## src/rtl/mem_arb_pkg.sv

```systemverilog
// ============================================================================
// Module      : mem_arb_pkg
// Description : Shared types and helpers for the two-port memory arbiter:
//               FSM state encoding, requester identifiers, word-alignment
//               constant and the address legality check.
// Revision    : 1.0 - initial release
// ============================================================================
`default_nettype none

package mem_arb_pkg;

    // Arbiter FSM states
    typedef enum logic [1:0] {
        IDLE   = 2'd0,
        ACCESS = 2'd1,
        RESP   = 2'd2
    } state_t;

    // Requester identifiers (fetch port, data port)
    typedef enum logic {
        REQ_I = 1'b0,
        REQ_D = 1'b1
    } req_id_t;

    // Low address bits that must be zero for a word access
    localparam logic [1:0] C_WORD_ALIGN_MASK = 2'b11;

    // An address is illegal when misaligned or when the word would extend
    // past the end of the RAM (last legal word address is limit-4).
    function automatic logic addr_illegal(input logic [31:0] addr,
                                          input logic [31:0] limit);
        return ((addr[1:0] & C_WORD_ALIGN_MASK) != 2'b00) ||
               (addr > (limit - 32'd4));
    endfunction

endpackage

`default_nettype wire

```

## src/rtl/mem_arb_grant.sv

```systemverilog
// ============================================================================
// Module      : mem_arb_grant
// Description : Combinational grant selection between the fetch and data
//               requesters. With MEM_ARB_ROUND_ROBIN_EN defined, simultaneous
//               requests alternate using a last-granted pointer; otherwise the
//               data port has fixed priority and no pointer exists.
// Revision    : 1.0 - initial release
// ============================================================================
`default_nettype none

module mem_arb_grant
    import mem_arb_pkg::*;
(
    input  logic    clk_i,
    input  logic    rst_i,
    input  logic    grant_en_i,
    input  logic    fetch_req_i,
    input  logic    data_req_i,
    output logic    gnt_valid_o,
    output req_id_t gnt_id_o
);

`ifdef MEM_ARB_ROUND_ROBIN_EN
    req_id_t last_q;
    req_id_t last_d;

    // Round-robin select: on a tie, grant the port that did not win last time
    always_comb begin
        gnt_valid_o = grant_en_i && (fetch_req_i || data_req_i);
        if (fetch_req_i && data_req_i) begin
            gnt_id_o = (last_q == REQ_I) ? REQ_D : REQ_I;
        end else if (data_req_i) begin
            gnt_id_o = REQ_D;
        end else begin
            gnt_id_o = REQ_I;
        end
        last_d = gnt_valid_o ? gnt_id_o : last_q;
    end

    // Pointer register: remembers the most recent winner
    always_ff @(posedge clk_i) begin
        if (rst_i) begin
            last_q <= REQ_I;
        end else begin
            last_q <= last_d;
        end
    end
`else
    // Clock and reset are only needed by the pointer register
    logic w_unused;
    assign w_unused = clk_i ^ rst_i;

    // Fixed priority select: the data port always wins a tie
    always_comb begin
        gnt_valid_o = grant_en_i && (fetch_req_i || data_req_i);
        gnt_id_o    = data_req_i ? REQ_D : REQ_I;
    end
`endif

endmodule

`default_nettype wire

```

## src/rtl/mem_arbiter.sv

```systemverilog
// ============================================================================
// Module      : mem_arbiter
// Description : Two-port (instruction fetch / data) arbiter in front of a
//               single-port word RAM with registered read data. One
//               transaction in flight: IDLE -> ACCESS -> RESP, or IDLE -> RESP
//               for illegal addresses. Optional feature macro:
//               MEM_ARB_ROUND_ROBIN_EN (round-robin instead of data priority).
// Revision    : 1.0 - initial release
// ============================================================================
`default_nettype none

module mem_arbiter
    import mem_arb_pkg::*;
#(
    parameter int unsigned ADDR_LIMIT = 16
) (
    input  logic        clock,
    input  logic        reset,
    // instruction fetch port
    input  logic        i_req,
    input  logic [31:0] i_addr,
    output logic        i_ack,
    output logic        i_err,
    output logic [31:0] i_rdata,
    // data port
    input  logic        d_req,
    input  logic        d_we,
    input  logic [31:0] d_addr,
    input  logic [31:0] d_wdata,
    output logic        d_ack,
    output logic        d_err,
    output logic [31:0] d_rdata,
    // RAM side
    output logic        ram_write_enable,
    output logic [31:0] ram_address,
    output logic [31:0] ram_in,
    input  logic [31:0] ram_out,
    // status
    output logic        busy
);

    localparam logic [31:0] C_LIMIT = 32'(ADDR_LIMIT);

    state_t      state_q, state_d;
    req_id_t     gnt_q;
    logic        we_q;
    logic        err_q;
    logic [31:0] addr_q;
    logic [31:0] wdata_q;

    logic        w_grant_en;
    logic        w_gnt_valid;
    req_id_t     w_gnt_id;
    logic [31:0] w_sel_addr;
    logic        w_sel_illegal;
    logic        w_resp;

    // Grants are only decided from requests seen while IDLE
    assign w_grant_en = (state_q == IDLE) && !reset;

    mem_arb_grant u_grant (
        .clk_i       (clock),
        .rst_i       (reset),
        .grant_en_i  (w_grant_en),
        .fetch_req_i (i_req),
        .data_req_i  (d_req),
        .gnt_valid_o (w_gnt_valid),
        .gnt_id_o    (w_gnt_id)
    );

    assign w_sel_addr    = (w_gnt_id == REQ_D) ? d_addr : i_addr;
    assign w_sel_illegal = addr_illegal(w_sel_addr, C_LIMIT);

    // Next-state logic; illegal addresses skip the RAM access entirely
    always_comb begin
        state_d = state_q;
        case (state_q)
            IDLE: begin
                if (w_gnt_valid) begin
                    state_d = w_sel_illegal ? RESP : ACCESS;
                end
            end
            ACCESS:  state_d = RESP;
            RESP:    state_d = IDLE;
            default: state_d = IDLE;
        endcase
    end

    // State register
    always_ff @(posedge clock) begin
        if (reset) begin
            state_q <= IDLE;
        end else begin
            state_q <= state_d;
        end
    end

    // Capture the winning request so the requester may change its inputs later
    always_ff @(posedge clock) begin
        if (reset) begin
            gnt_q   <= REQ_I;
            we_q    <= 1'b0;
            err_q   <= 1'b0;
            addr_q  <= 32'd0;
            wdata_q <= 32'd0;
        end else if (w_gnt_valid) begin
            gnt_q   <= w_gnt_id;
            we_q    <= (w_gnt_id == REQ_D) ? d_we : 1'b0;
            err_q   <= w_sel_illegal;
            addr_q  <= w_sel_addr;
            wdata_q <= (w_gnt_id == REQ_D) ? d_wdata : 32'd0;
        end
    end

    // Output decode; reset masks every output in the same cycle so a write
    // in flight during ACCESS never reaches the RAM
    always_comb begin
        w_resp           = (state_q == RESP) && !reset;
        i_ack            = w_resp && (gnt_q == REQ_I);
        d_ack            = w_resp && (gnt_q == REQ_D);
        i_err            = i_ack && err_q;
        d_err            = d_ack && err_q;
        i_rdata          = (i_ack && !err_q) ? ram_out : 32'd0;
        d_rdata          = (d_ack && !err_q && !we_q) ? ram_out : 32'd0;
        ram_write_enable = (state_q == ACCESS) && we_q && !reset;
        ram_address      = reset ? 32'd0 : addr_q;
        ram_in           = reset ? 32'd0 : wdata_q;
        busy             = (state_q != IDLE) && !reset;
    end

endmodule

`default_nettype wire
```

## config.mk

```make
export PLATFORM = sky130hd
export DESIGN_NAME = mem_arbiter
export DESIGN_NICKNAME = d
export VERILOG_FILES = /design/src/rtl/mem_arb_pkg.sv /design/src/rtl/mem_arb_grant.sv /design/src/rtl/mem_arbiter.sv
export SDC_FILE = /design/constraint.sdc
export NUM_CORES = 1
export LEC_CHECK = 0
export BUFFER_PORTS_ARGS = -buffer_cell sky130_fd_sc_hd__buf_4
export CAP_MARGIN = 10
export CELL_PAD_IN_SITES_DETAIL_PLACEMENT = 0
export CELL_PAD_IN_SITES_GLOBAL_PLACEMENT = 1
export CORE_MARGIN = 2
export CORE_UTILIZATION = 28
export DETAILED_ROUTE_END_ITERATION = 16
export GPL_TIMING_DRIVEN = 1
export HOLD_SLACK_MARGIN = 0.15
export PLACE_DENSITY_LB_ADDON = 0.12
export SLEW_MARGIN = 30
export SYNTH_ARGS = -nofsm -noshare
export SYNTH_HDL_FRONTEND = slang
export SYNTH_HIERARCHICAL = 1
export SYNTH_SLANG_ARGS = --single-unit
export TNS_END_PERCENT = 1
```

## constraint.sdc

```tcl
create_clock -name clock -period 1.7 [get_ports clock]
set_input_delay 0.17 -clock clock [delete_from_list [all_inputs] [get_ports clock]]
set_output_delay 0.17 -clock clock [all_outputs]
set_load 0.005 [all_outputs]
```

# Word level (Yosys, flattened, before mapping)

Cells that the tools add are included.

Register bits after elaboration: 69
Bits in latches: 0
Memory bits (writable): 0
ROM bits: 0
Input port bits: 133
Word-level logic and storage cells: 43
Memories: 0

Add/sub/neg operators: 0
Multiply operators: 0
Div/mod/pow operators: 0
$lt $le $gt $ge: 1
Equality and inequality tests: 3
Shifts and indexed selects: 0
Muxes and demuxes: 11
Bitwise logic cells: 1
Reduce and logical (&&, ||, !) cells: 21

Operator list:

| operator                                              | number |
|---|---|
| 2-to-1 mux 32 bit                                     | 6 |
| > comparator 32 x 4 -> 1 bit, second input constant   | 1 |
| logical AND 1 bit                                     | 13 |
| 2-to-1 mux 2 bit                                      | 2 |
| case mux 2 bit (2 select lines)                       | 1 |
| nonzero test 2 bit                                    | 2 |
| logical NOT 1 bit                                     | 3 |
| equality test 2 x 1 -> 1 bit, second input constant   | 1 |
| equality test 2 bit, second input constant            | 1 |
| logical NOT 2 bit                                     | 1 |
| logical OR 1 bit                                      | 2 |
| 2-to-1 mux 1 bit                                      | 2 |
| inequality test 2 x 1 -> 1 bit, second input constant | 1 |
| NOT 1 bit                                             | 1 |

# Depth between registers and ports, before layout

Gate-level depths: netlist of run 1.

Depth in word-level cells: 7
Mapped depth: 8

# Modules after synthesis

The synthesis of run 1 kept the hierarchy.

Modules (own cells, without submodules):

| module        | times used | cells an instance | area each (um^2) |
|---|---|---|---|
| mem_arbiter   | 1          | 443               | 3688.5 |
| mem_arb_grant | 1          | 2                 | 15.0 |

# Least setup slack after synthesis of run 1

No wires, ideal clock.

Kind: reg-to-reg
From: reg state_q[0]
To: reg wdata_q[10]
Setup time: 128 ps
Data arrival time: 1359 ps
Data required time: 1572 ps
Path slack: 214 ps
Cell stages (with the launch flop): 7
Period minus slack after synthesis: 1486 ps
Cells stage by stage: dfxtp_1 -> nor3_1 -> o21a_1 -> clkinv_1 -> clkbuf_1 -> a22oi_1 -> nor2_1

Cells in the longest elaborated chain, start to end: 3

RTL lines:

| what                     | line                | source |
|---|---|---|
| start: declaration       | mem_arbiter.sv:44   | `state_t state_q, state_d;` |
| start signal: assignment | mem_arbiter.sv:94   | `state_q <= state_d;` |
| logical NOT 2 bit        | mem_arbiter.sv:59   | `assign w_grant_en = (state_q == IDLE) && !reset;` |
| logical AND 1 bit        | mem_arbiter.sv:59   |  |
| net w_grant_en           | mem_arbiter.sv:51   | `logic w_grant_en;` |
| logical AND 1 bit        | mem_arb_grant.sv:55 | `gnt_valid_o = grant_en_i && (fetch_req_i \|\| data_req_i);` |
| net w_gnt_valid          | mem_arbiter.sv:52   | `logic w_gnt_valid;` |
| end signal: assignment   | mem_arbiter.sv:111  | `wdata_q <= (w_gnt_id == REQ_D) ? d_wdata : 32'd0;` |
| end: declaration         | mem_arbiter.sv:49   | `logic [31:0] wdata_q;` |

The timed path passes the listed nets, and every way through them passes these cells.
A chain may end at the register's enable or synchronous reset.

# Worst setup path after layout of run 1

From: reg state_q[0]
To: out d_rdata[28]

Cells in the longest elaborated chain, start to end: 6

RTL lines:

| what                            | line               | source |
|---|---|---|
| equality test 2 bit             | mem_arbiter.sv:118 | `w_resp = (state_q == RESP) && !reset;` |
| logical AND 1 bit               | mem_arbiter.sv:118 |  |
| logical AND 1 bit               | mem_arbiter.sv:120 | `d_ack = w_resp && (gnt_q == REQ_D);` |
| logical AND 1 bit (2 in series) | mem_arbiter.sv:124 | `d_rdata = (d_ack && !err_q && !we_q) ? ram_out : 32'd0;` |
| 2-to-1 mux 32 bit               | mem_arbiter.sv:124 |  |
| end: declaration                | mem_arbiter.sv:32  | `output logic [31:0] d_rdata,` |

No other way between the ends.

==> qor.yml, run 1 <==
synth_edf_count: 0
die_h_um: 119
synthArstFlopShare_pct: 0
cts-root-buf: "clkbuf_16"
drt-pass1-iter-count: 4
slew_violations: 0
post-route-period-util_pct: 109
fp.dieArea_um2: 14200
avgSynthCellArea_um2: 8.32
drive_gt1_share_pct: 43.4
wl_mm: 13.8
antenna_found_initial: 0
slowest_delay_ns: 0.35
clkSinkCount: 69
finalSetupViolCount: 32
clk_latency_ns: 0.33
reg2reg_depth: 6
globalRoute.totalOverflow: 0
syn-instance-count: 445
setup.worst_path.class: "register to output pin"
violations: "negative setup slack"
p_leak_nw: 3.17
cp-end-kind: "output pin"
post-route-worst-setup-slack_ns: -0.149
cp_common_cell: "buf_6"
outcome: "finished with violations"
gp_routability_congestion: 0.753
core-area_um2: 13100
min_period_ns: 1.85
timing.rr.end: "addr_q[5]"
vias_per_cell: 4.55
grt_start_max_net_pins: 88
p_per_area_nw_per_um2: 727
peakVddDrop_mv: 0.683
synth-main-ff-cell: "dfxtp_1"
worst_path_max_delay_cell: "dfxtp_4"
maxCapViolations: 0
grt_usage_pct: 18.2
cts_buffers: 9
area_growth_pct: 82.0
fin_util_pct: 51.5
r2r_start: "state_q[0]"
row_count: 42
finalClockSkew_ns: 0.00568
fmax_mhz: 541
drtAntennaViolNets: 0
cp-start-kind: "register"
path_buf_inv: 3
htreeDepth: 3
hp-start: "i_addr[18]"
first_global_vias: 3843
ys_types: 31
io_pins: 267
whs_path_depth: 3
yosysTopAreaCell: "dfxtp_1"
p_total_mw: 4.90
netlist_area_um2: 3700
synthesis.nets: 578
drtIter0Drc: 160
nNetsFinal: 863
rsz0062_at_grt: "yes"
post-route-drc-count: 0
wl_per_cell_um: 15.1
hold_path.class: "input pin to register"
reg2reg_slack_ns: 0.09
dr_total_vias: 4141
yosys-top-cells-area: "dfxtp_1 (37%), and2_1 (11%), nor2b_1 (11%), mux2i_1 (8.6%), nor2_1 (7.1%)"
synth-seq-cells: 69
grt_pass1_wl_mm: 20.3
ys_top_cells_by_count: "nor2_1 (70), dfxtp_1 (69), and2_1 (67)"
cp.arrival_ns: 1.68
cp_max_fo: 8
crit_required_ns: 1.53
synth_most_common_cell: "nor2_1"
crit_family: "simple AND/OR/NAND/NOR gates"
die-width_um: 119
ys_warn_count: 6
synth_top_area_share_pct: 37.3
io_buffers: 266
cts_tree: "built"
tightest_slew_ns: 0.507
start_util_pct: 28.3
maxSlewHeadroom_pct: 65.9
hold_slack_ns: 0.198
tns_ns: -3.37
crit_chain: "nor2_4, and3_4, nor3b_4, buf_6, clkbuf_16, and2_4, buf_6"
yosysSeqAreaShare_pct: 37.3
worst_hold_path.endpoint: "addr_q[18]"
antenna_cells: 0
hold_violations: 0
path_clk_slew_ns: 0.05
dp_hpwl_mm: 10.1
pre_cts_ws_ns: 0.165
cts_buffer_depth: 2
[final cells by class]
| cell class | count | area, um^2 |
|---|---|---|
| Clock buffer | 11 | 253 |
| Clock inverter | 5 | 106 |
| Fill cell | 1263 | 6340 |
| Inverter | 2 | 7.51 |
| Multi-Input combinational cell | 334 | 2170 |
| Sequential cell | 69 | 1390 |
| Tap cell | 176 | 220 |
| Timing Repair Buffer | 314 | 2600 |
[power by group]
group	total, mW	leakage, nW	switching [mW]	internal [mW]
Combinational	0.917	2.43	0.389	0.528
Clock	2.21	0.172	0.699	1.51
Sequential	1.77	0.567	0.0500	1.72
Total	4.90	3.17	1.14	3.76
[flip-flops by register name, indices dropped and copies added, names as in the netlist]
| signal | cells |
|---|---|
| state_q | 2 |
| addr_q | 32 |
| err_q | 1 |
| wdata_q | 32 |
| we_q | 1 |
| gnt_q | 1 |
[worst min-delay path: cells and delay by family]
| family | cells | cell delay, ns |
|---|---|---|
| AOI/OAI and AO/OA | 1 | 0.08 |
| buffers and inverters | 1 | 0.12 |
| muxes | 1 | 0.11 |
[metal layers]
layer,vias to the layer above,global-route usage (%),part of all wire [%]
met3,17,5.03,6.5
met1,1856,21.3,41
met4,0,6.10,1.3
met5,-,0,0
li1,2098,-,-
met2,170,32.0,51
[logic make-up (layout without fill, tap and decap cells)]
group                  after synthesis  after routing  synth area share (%)
AOI/OAI and AO/OA                   70             70                  14.0
and+or+nand+nor                    232            232                  34.9
DFF                                 69             69                  37.3
muxes                               32             32                  8.65
buffers and inverters               42            332                  5.13
[placed cells by master, fill, tap and decap left out]
cell	Yosys	routed
clkbuf_16	0	10
a211oi_1	32	32
o21a_2	0	1
bufinv_16	0	3
inv_1	1	1
nand2_1	3	3
and3_4	1	1
mux2i_1	32	32
buf_6	1	17
nor4_1	13	13
nor2b_1	64	64
buf_12	0	6
o31ai_1	1	1
a21oi_1	1	1
nor4b_1	1	1
a22oi_1	33	33
nor3_2	1	1
o21ai_0	1	1
nand3_1	1	1
clkinvlp_4	0	1
and2_1	67	52
nand4_1	4	4
clkinv_4	0	1
buf_4	3	257
nor3_1	3	3
clkinv_1	1	1
clkbuf_8	0	2
nor3b_4	1	1
dlygate4sd3_1	0	33
dfxtp_2	0	1
nor2_4	1	1
o22ai_1	1	1
and3_1	2	2
and2_4	0	15
dfxtp_1	69	67
nor2_1	70	70
dfxtp_4	0	1
[worst max-delay path by stage]
| stage | start | endpoint | slack [ns] | cells after the start |
|---|---|---|---|---|
| 6_report | state_q[0] | d_rdata[28] | -0.15 | 7 |
| 4_1_cts | state_q[0] | d_rdata[6] | -0.18 | 7 |
| 2_1_floorplan | state_q[0] | wdata_q[10] | 0.21 | 6 |
| 5_1_grt | state_q[0] | d_rdata[9] | -0.21 | 7 |
| 3_3_place_gp | state_q[0] | we_q | 0.18 | 6 |
| 3_5_place_dp | state_q[0] | d_rdata[7] | 0.16 | 6 |
[metrics by stage]
step                      cells  instance area [um^2]
after floorplan             445                  3700
after global placement      856                  5880
after detailed placement    856                  5880
after CTS                   908                  6620
after global routing        911                  6740
final                       911                  6740
[what timing repair did]
action,4_1_cts,5_1_grt
pin swaps,0,15
setup buffers,2,3
hold buffers,33,0
setup endpoints to repair,64,64
endpoints found under the hold margin,33,0
cloned,1,1
resized for setup,5,31
No activity file was read; power rests on OpenSTA's default activity.
==> run 2, diff against run 1 <==
Settings changed: CORE_UTILIZATION 28 to 30.
Clock period 1.7 ns to 2.35 ns, I/O delays scaled along.
==> run 2 against run 1 <==
The flow now finishes without violations. Global-route usage is 1.1 points higher. Wire length shrank 1.2%. Sequential power decreased by 28%. Critical path depth down 1. Setup slack better by 0.38 ns. Register-to-register slack improved by 0.40 ns. Non-clock buffer count decreased by 9. First-iteration DRC count grew 41%. Clock power down 35%. Design area down 5.0%. Clock-buffer cell count is 2 lower. Largest cell class unchanged. Largest power group unchanged.
==> qor.yml, run 2 (synthesized netlist as in run 1, its figures left out) <==
outcome: "finished, final reports clean"
ctsResizeCount: 0  # -5
drive_gt1_share_pct: 41.1  # -2.3 points
wl_per_cell_um: 15.6  # +3.2%
p_per_area_nw_per_um2: 523  # -28%
io_buffers: 266  # unchanged
grt_usage_pct: 19.4  # +1.1 points
drtAntennaViolNets: 0  # unchanged
final_common_cell: "buf_4"
grt_pass1_wl_mm: 19.8  # -2.4%
area_growth_pct: 72.9
cp-end-kind: "output pin"
setup.worst_path.class: "register to output pin"
htreeDepth: 3  # unchanged
cts-root-buf: "clkbuf_16"
tightest_slew_ns: 0.796  # +0.289 ns
crit_chain: "nor2_4, and3_4, nor3b_4, buf_4, and2_1, buf_4"
cp_common_cell: "buf_4"
dr_total_vias: 4099  # -1.0%
cp.arrival_ns: 1.89  # +0.21 ns
wl_mm: 13.6  # -1.2%
fmax_mhz: 471
path_clk_slew_ns: 0.06  # about the same
crit_family: "simple AND/OR/NAND/NOR gates"
cp_max_fo: 20  # +12
nNetsFinal: 854  # -1.0%
rsz0062_at_grt: "no"
fp.dieArea_um2: 13300  # -6.4%
cts_buffer_depth: 2  # unchanged
min_period_ns: 2.12
start_util_pct: 30.8  # +2.5 points
slowest_delay_ns: 0.36  # about the same
die-width_um: 115  # -3.3%
worst_path_max_delay_cell: "dfxtp_1"
nFillCells: 1135  # -10%
die_h_um: 115  # -3.3%
place_area_um2: 5800  # -1.5%
globalRoute.totalOverflow: 0  # unchanged
post-route-drc-count: 0  # unchanged
vias_per_cell: 4.70  # +3.4%
drt-pass1-iter-count: 4  # unchanged
slew_violations: 0  # unchanged
cp-start-kind: "register"
first_global_vias: 3764  # -2.1%
fin_area_um2: 6400  # -5.0%
top_regs: "addr_q: 32 flops, wdata_q: 32 flops, state_q: 2 flops"
clk_latency_ns: 0.33  # about the same
p_leak_nw: 3.04  # -3.9%
grt_start_max_net_pins: 85  # -3.4%
dp_hpwl_mm: 10.6  # +4.7%
antenna_found_initial: 0  # unchanged
clkSinkCount: 69  # unchanged
gp_routability_congestion: 0.879  # +17%
hold_violations: 0  # unchanged
cts_tree: "built"
crit_required_ns: 2.12  # +0.59 ns
peakVddDrop_mv: 0.343  # -50%
p_total_mw: 3.35  # -32%
maxSlewHeadroom_pct: 47.0  # -19 points
post-route-period-util_pct: 90.3
path_buf_inv: 2  # -1
drtIter0Drc: 225  # +41%
maxCapViolations: 0  # unchanged
tns_ns: 0  # +3.37 ns
antenna_cells: 0  # unchanged
core-area_um2: 12000  # -8.2%
io_pins: 267  # unchanged
layout_common_cells: "buf_4 (276), nor2_1 (70), dfxtp_1 (69), and2_1 (67), nor2b_1 (64)"
hold_path.class: "input pin to register"
finalSetupViolCount: 0  # -100%
cts_buffers: 9  # unchanged
finalClockSkew_ns: 0.00632  # +0.000634 ns
row_count: 40  # -4.8%
## run 2: path summary, 6_finish.rpt
kind,start,cells after the start,to,slack [ns]
max,state_q[0],6,d_rdata[3],0.23
min,d_wdata[6],3,wdata_q[6],0.16
max reg2reg,state_q[0],7,wdata_q[10],0.49
min reg2reg,addr_q[5],2,addr_q[5],0.48
## run 2: metrics by stage
step	worst slack [ns]	utilization [%]	hold WS [ns]	instances
floorplan	0.864	-	0.379	445
global route	0.0952	53.3	0.156	872
CTS	0.102	53.1	0.152	869
finish	0.227	53.3	0.161	872
detailed placement	0.458	48.3	0.473	827
global placement	0.522	48.3	0.465	827
## run 2: final cells by class
type	count	area (um^2)	area share, %
Timing Repair Buffer	305	2380	37.2
Multi-Input combinational cell	334	2130	33.3
Sequential cell	69	1380	21.6
Clock buffer	9	225	3.52
Tap cell	147	184	2.87
Clock inverter	6	88.8	1.39
Inverter	2	7.51	0.117
## run 2: metal layers
metal / GRT usage, % / vias to the layer above / part of all wire (%)
li1: - / 2084 / -
met1: 21.8 / 1848 / 40
met2: 35.0 / 157 / 50
met3: 5.38 / 10 / 8.2
met4: 6.83 / 0 / 1.6
met5: 0 / - / 0
## run 2: timing repair
item / in CTS / in global routing
setup buffers: 0 / 3
endpoints found under the hold margin: 27 / 0
hold buffers: 27 / 0
endpoints found under the setup margin: 0 / 1
## run 2: worst min-delay path, delay by kind of cell
| kind | cells | cell delay, ns |
|---|---|---|
| AOI/OAI and AO/OA | 1 | 0.05 |
| and+or+nand+nor | 1 | 0.09 |
| buffers and inverters | 1 | 0.08 |
## run 2: power by group
group | switching [mW] | internal, mW | total [mW]
registers | 0.0358 | 1.24 | 1.28
clock network | 0.505 | 0.922 | 1.43
logic | 0.275 | 0.366 | 0.641
total | 0.816 | 2.53 | 3.35
